### src/rtl/onehot_encoder_buf.sv
// One-hot to binary encoder with a 2-entry output FIFO.
// Vectors are accepted over a valid/ready handshake and encoded to the
// index of their lowest set bit. Each result is buffered as {idx, err}
// toward a valid/ready consumer. Vectors that are not exactly one-hot are
// flagged per entry and counted in a saturating error counter.
module onehot_encoder_buf #(
    parameter int OUTWIDTH = 3,
    parameter int CNTWIDTH = 8
) (
    input  logic                  clk,
    input  logic                  rst_n,
    input  logic                  in_valid,
    output logic                  in_ready,
    input  logic [(1<<OUTWIDTH)-1:0] in_onehot,
    output logic                  out_valid,
    input  logic                  out_ready,
    output logic [OUTWIDTH-1:0]   out_idx,
    output logic                  out_err,
    output logic [CNTWIDTH-1:0]   err_cnt
);

    localparam int INWIDTH = 1 << OUTWIDTH;

    logic [OUTWIDTH-1:0] enc_idx;
    logic                enc_err;

    // Two-entry storage; the data arrays carry no reset because the
    // outputs are gated by out_valid.
    logic [OUTWIDTH-1:0] idx_q [2];
    logic                err_q [2];

    logic                wptr_q, wptr_d;
    logic                rptr_q, rptr_d;
    logic [1:0]          cnt_q, cnt_d;
    logic [CNTWIDTH-1:0] err_cnt_q, err_cnt_d;

    logic push;
    logic pop;

    assign in_ready  = (cnt_q < 2'd2);
    assign out_valid = (cnt_q != 2'd0);
    assign push      = in_valid && in_ready;
    assign pop       = out_valid && out_ready;

    assign out_idx = out_valid ? idx_q[rptr_q] : '0;
    assign out_err = out_valid ? err_q[rptr_q] : 1'b0;
    assign err_cnt = err_cnt_q;

    // Encode to the lowest set bit; flag zero or multiple set bits.
    always_comb begin
        enc_idx = '0;
        for (int i = INWIDTH - 1; i >= 0; i--) begin
            if (in_onehot[i]) begin
                enc_idx = OUTWIDTH'(i);
            end
        end
        // v & (v-1) clears the lowest set bit, so any remainder means >1 bits.
        enc_err = (in_onehot == '0) ||
                  ((in_onehot & (in_onehot - INWIDTH'(1))) != '0);
    end

    // Next-state for pointers, occupancy and the saturating error counter.
    always_comb begin
        wptr_d    = wptr_q;
        rptr_d    = rptr_q;
        cnt_d     = cnt_q;
        err_cnt_d = err_cnt_q;
        if (push) begin
            wptr_d = ~wptr_q;
        end
        if (pop) begin
            rptr_d = ~rptr_q;
        end
        case ({push, pop})
            2'b10:   cnt_d = cnt_q + 2'd1;
            2'b01:   cnt_d = cnt_q - 2'd1;
            default: cnt_d = cnt_q;
        endcase
        if (push && enc_err && (err_cnt_q != {CNTWIDTH{1'b1}})) begin
            err_cnt_d = err_cnt_q + CNTWIDTH'(1);
        end
    end

    // Control state with synchronous active-low reset.
    always_ff @(posedge clk) begin
        if (!rst_n) begin
            wptr_q    <= 1'b0;
            rptr_q    <= 1'b0;
            cnt_q     <= 2'd0;
            err_cnt_q <= '0;
        end else begin
            wptr_q    <= wptr_d;
            rptr_q    <= rptr_d;
            cnt_q     <= cnt_d;
            err_cnt_q <= err_cnt_d;
        end
    end

    // Capture the encoded entry at the write pointer on every push.
    always_ff @(posedge clk) begin
        if (push) begin
            idx_q[wptr_q] <= enc_idx;
            err_q[wptr_q] <= enc_err;
        end
    end

`ifdef SVA_ON
    a_cnt_max : assert property (@(posedge clk) disable iff (!rst_n)
        cnt_q <= 2'd2);

    a_out_stable : assert property (@(posedge clk) disable iff (!rst_n)
        (out_valid && !out_ready) |=> ($stable(out_idx) && $stable(out_err)));

    a_onehot_no_err : assert property (@(posedge clk) disable iff (!rst_n)
        (push && $onehot(in_onehot)) |-> !enc_err);

    c_full : cover property (@(posedge clk) disable iff (!rst_n)
        cnt_q == 2'd2);

    for (genvar g = 0; g < INWIDTH; g++) begin : g_cov_idx
        c_idx : cover property (@(posedge clk) disable iff (!rst_n)
            pop && (out_idx == OUTWIDTH'(g)));
    end
`endif

endmodule
### config.mk
export PLATFORM = sky130hd
export DESIGN_NAME = onehot_encoder_buf
export DESIGN_NICKNAME = d
export VERILOG_FILES = /design/src/rtl/onehot_encoder_buf.sv
export SDC_FILE = /design/constraint.sdc
export NUM_CORES = 1
export LEC_CHECK = 0
export ABC_CLOCK_PERIOD_IN_PS = 4200
export CAP_MARGIN = 20
export CORE_ASPECT_RATIO = 1.4
export CORE_UTILIZATION = 53
export CTS_CLUSTER_DIAMETER = 40
export DETAILED_ROUTE_END_ITERATION = 7
export GPL_TIMING_DRIVEN = 0
export PLACE_DENSITY = 0.87
export SYNTH_ARGS = -nofsm -noshare
export SYNTH_HDL_FRONTEND = slang
export SYNTH_SLANG_ARGS = --single-unit
### constraint.sdc
create_clock -name clk -period 4.2 [get_ports clk]
set_input_delay 0.84 -clock clk [delete_from_list [all_inputs] [get_ports clk]]
set_output_delay 0.84 -clock clk [all_outputs]
set_load 0.02 [all_outputs]
==> impl_metrics.csv <==
group,metric,value,unit
status,status,"finished clean",
synthesis,synth_cells,121,
global_routing,grt_util_all_layers,21.4,%
detailed_routing,drc,0,
cells_and_area,drive_gt1_share,10.7,%
floorplanning,core-area,2020,µm²
clocking,cts_root_buffer,"clkbuf_4",
sta,fin_crit_sh,60.5,%
clocking,worst_skew_pair.late_latency,0.32,ns
sta,skew,0.00627,ns
clocking,cts_buffers,3,
synthesis,synthesis.nets,135,
placed_design,postPlaceCellArea,1450,µm²
setup_path,arrival,1.70,ns
floorplanning,die_h,57.6,µm
setup_path,cp-start-kind,"register",
floorplanning,die-area,2400,µm²
placed_design,port_buffers,25,
detailed_routing,wl,2.42,mm
setup_path,end_kind,"output pin",
synthesis,dominantRegCellSynth,"dfxtp_1",
synthesis,synth_edf_count,8,
run,maxCapViolations,0,
detailed_routing,dr.pass1.iters,4,
global_routing,gr-total-overflow,0,
placed_design,gp_congestion,0.769,
setup_path,r2r_slack,2.39,ns
detailed_routing,drt-initial-drc-count,18,
power_and_ir_drop,p_leak,0.539,nW
clocking,cts_hold_buf,0,
synthesis,synth-seq-cells,21,
detailed_routing,vias,991,
synthesis,synth_async_sr_flop_share,0,%
clocking,clk_pin_slew,0.12,ns
detailed_routing,final_antenna_net_count,0,
setup_path,r2r-start,"err_cnt[0]",
sta,max_freq,394,MHz
clocking,htreeDepth,1,
placed_design,hpwl,1.84,mm
sta,slew_viol_final,0,
global_routing,grt_pass1_vias,954,
setup_path,required,3.36,ns
power_and_ir_drop,combPwrFrac,42.6,%
synthesis,synth_cell_types,39,
power_and_ir_drop,internal_power,0.000415,W
power_and_ir_drop,seq_power_share,41.8,%
sta,tightest_slew,0.415,ns
power_and_ir_drop,p_switching,0.000228,W
floorplanning,pin_count,26,
sta,fin_tns_setup,0,ns
synthesis,post_synth.cell_area_avg,9.68,µm²
floorplanning,rows,19,
sta,relSlewSlack,72.3,%
power_and_ir_drop,vdd_drop_max,0.238,mV
clocking,clock_path_buffers,2,
placed_design,pre_cts_ws,1.55,ns
global_routing,grt_max_degree,13,
clocking,post_cts_buffers,0,
sta,holdWs,0.522,ns
global_routing,grt_pass1_wl,4.02,mm
global_routing,antenna_found_initial,0,
detailed_routing,viasPerCell,5.80,
power_and_ir_drop,p_per_area,436,nW/µm²
min_path,hold_start,"err_cnt[5]",
setup_path,path_class,"register to output pin",
synthesis,ys_seq_area_share,42.7,%
power_and_ir_drop,pwr-share-clk,15.6,%
synthesis,synth.cell_area,1170,µm²
sta,rsz0062_at_grt,"false",
floorplanning,initial_utilization,58.0,%
cells_and_area,n_antenna_cell,0,
floorplanning,fp.dieW,41.7,µm
synthesis,yosysWarningCount,0,
detailed_routing,post_drt_wl_per_cell,14.1,µm
sta,min_period,2.54,ns
cells_and_area,stdcell_area,1480,µm²
clocking,cts_num_sinks,21,
clocking,ctsResizeCount,0,
setup_path,crit_fanout,4,
sta,hold_viol_final,0,
power_and_ir_drop,netSwitchingFraction,35.4,%
cells_and_area,nets,165,
sta,layout_setup_ws,1.66,ns
cells_and_area,area_growth_syn_to_layout,26.0,%
min_path,holdCritPathClass,"register to register",
sta,finalSetupViolations,0,
clocking,cts_tree,"built",
## cell families (layout without fill, tap and decap cells)
logic type,Yosys count,after routing,share of synthesized area (%)
AOI/OAI and AO/OA,19,19,12.1
xor gates and xnor gates,4,4,2.99
adders and majority gates,2,2,2.14
buffers and inverters,8,37,4.06
DFF,21,21,42.7
muxes,12,12,10.3
and+or+nand+nor,55,55,25.7
## worst max-delay path: stages (launching register included)
cell             delay (ns)
dfxtp_1                0.33
clkbuf_1               0.24
mux2i_1                0.22
nor2_1                 0.05
clkdlybuf4s50_1        0.54
## cell usage in the layout (no fill, tap or decap), types with 3 or more instances in the layout
cell type        count
a21oi_1              8
o21ai_0              3
nor3_1               4
inv_1                4
nand2_1             15
clkbuf_4             3
mux2i_1             12
xnor2_1              3
nor2_1               9
edfxtp_1             8
and2_1               4
or2b_2               3
dfxtp_1             13
nand2b_1             3
clkdlybuf4s50_1     25
## power groups by stage
stage	registers, W	clock network [W]	logic (W)
5_1_grt	0.000273	0.000110	0.000297
3_3_place_gp	0.000272	0	0.000264
6_report	0.000269	0.000101	0.000274
2_1_floorplan	0.000274	0	0.000166
4_1_cts	0.000268	0.000102	0.000277
3_5_place_dp	0.000273	0	0.000275
## worst paths after layout
kind | endpoint | cells after the start
min | err_cnt[5] | 2
max reg2reg | err_cnt[6] | 6
max | out_idx[1] | 4
min reg2reg | err_cnt[5] | 2
## stage by stage
| stage | cells | total power [W] | utilization, % |
|---|---|---|---|
| after floorplan | 121 | 0.000440 | - |
| after global placement | 167 | 0.000536 | 71.6 |
| after detailed placement | 167 | 0.000549 | 71.6 |
| after CTS | 171 | 0.000648 | 73.0 |
| after global routing | 171 | 0.000680 | 73.0 |
| final | 171 | 0.000643 | 73.0 |
## per-layer routing
layer  share of wire [%]  vias up  track usage [%]
met2                  57       31             43.3
met3                 4.2        5             1.87
met4                 1.7        0             8.76
li1                    -      487                -
met5                   0        -                0
met1                  37      468             21.9
## flip-flops by register name (all words and copies together), names as in the netlist, named ones only
| signal | count |
|---|---|
| idx_q | 6 |
| err_q | 2 |
| rptr_q | 1 |
| cnt_q | 2 |
| err_cnt | 8 |
| wptr_q | 1 |
## synthesized netlist by cell type, drive strengths merged, types with 3 or more instances
cell type / n / area (µm²)
nand2b: 3 / 18.8
nor3: 6 / 40.0
o21ai: 3 / 15.0
a21oi: 8 / 40.0
and2: 4 / 25.0
nand2: 15 / 56.3
xnor2: 3 / 26.3
or2b: 5 / 41.3
dfxtp: 13 / 260
inv: 4 / 15.0
nor2: 9 / 33.8
edfxtp: 8 / 240
mux2i: 12 / 120
## final cells by class
type,count,area (µm²)
timing repair buffer,25,250
inverter,4,15.0
buffer,4,32.5
clock inverter,1,5.00
tap,21,26.3
multi-input combinational,92,623
fill,144,546
sequential,21,500
clock buffer,3,22.5
Power figures use the tool's default switching activity.
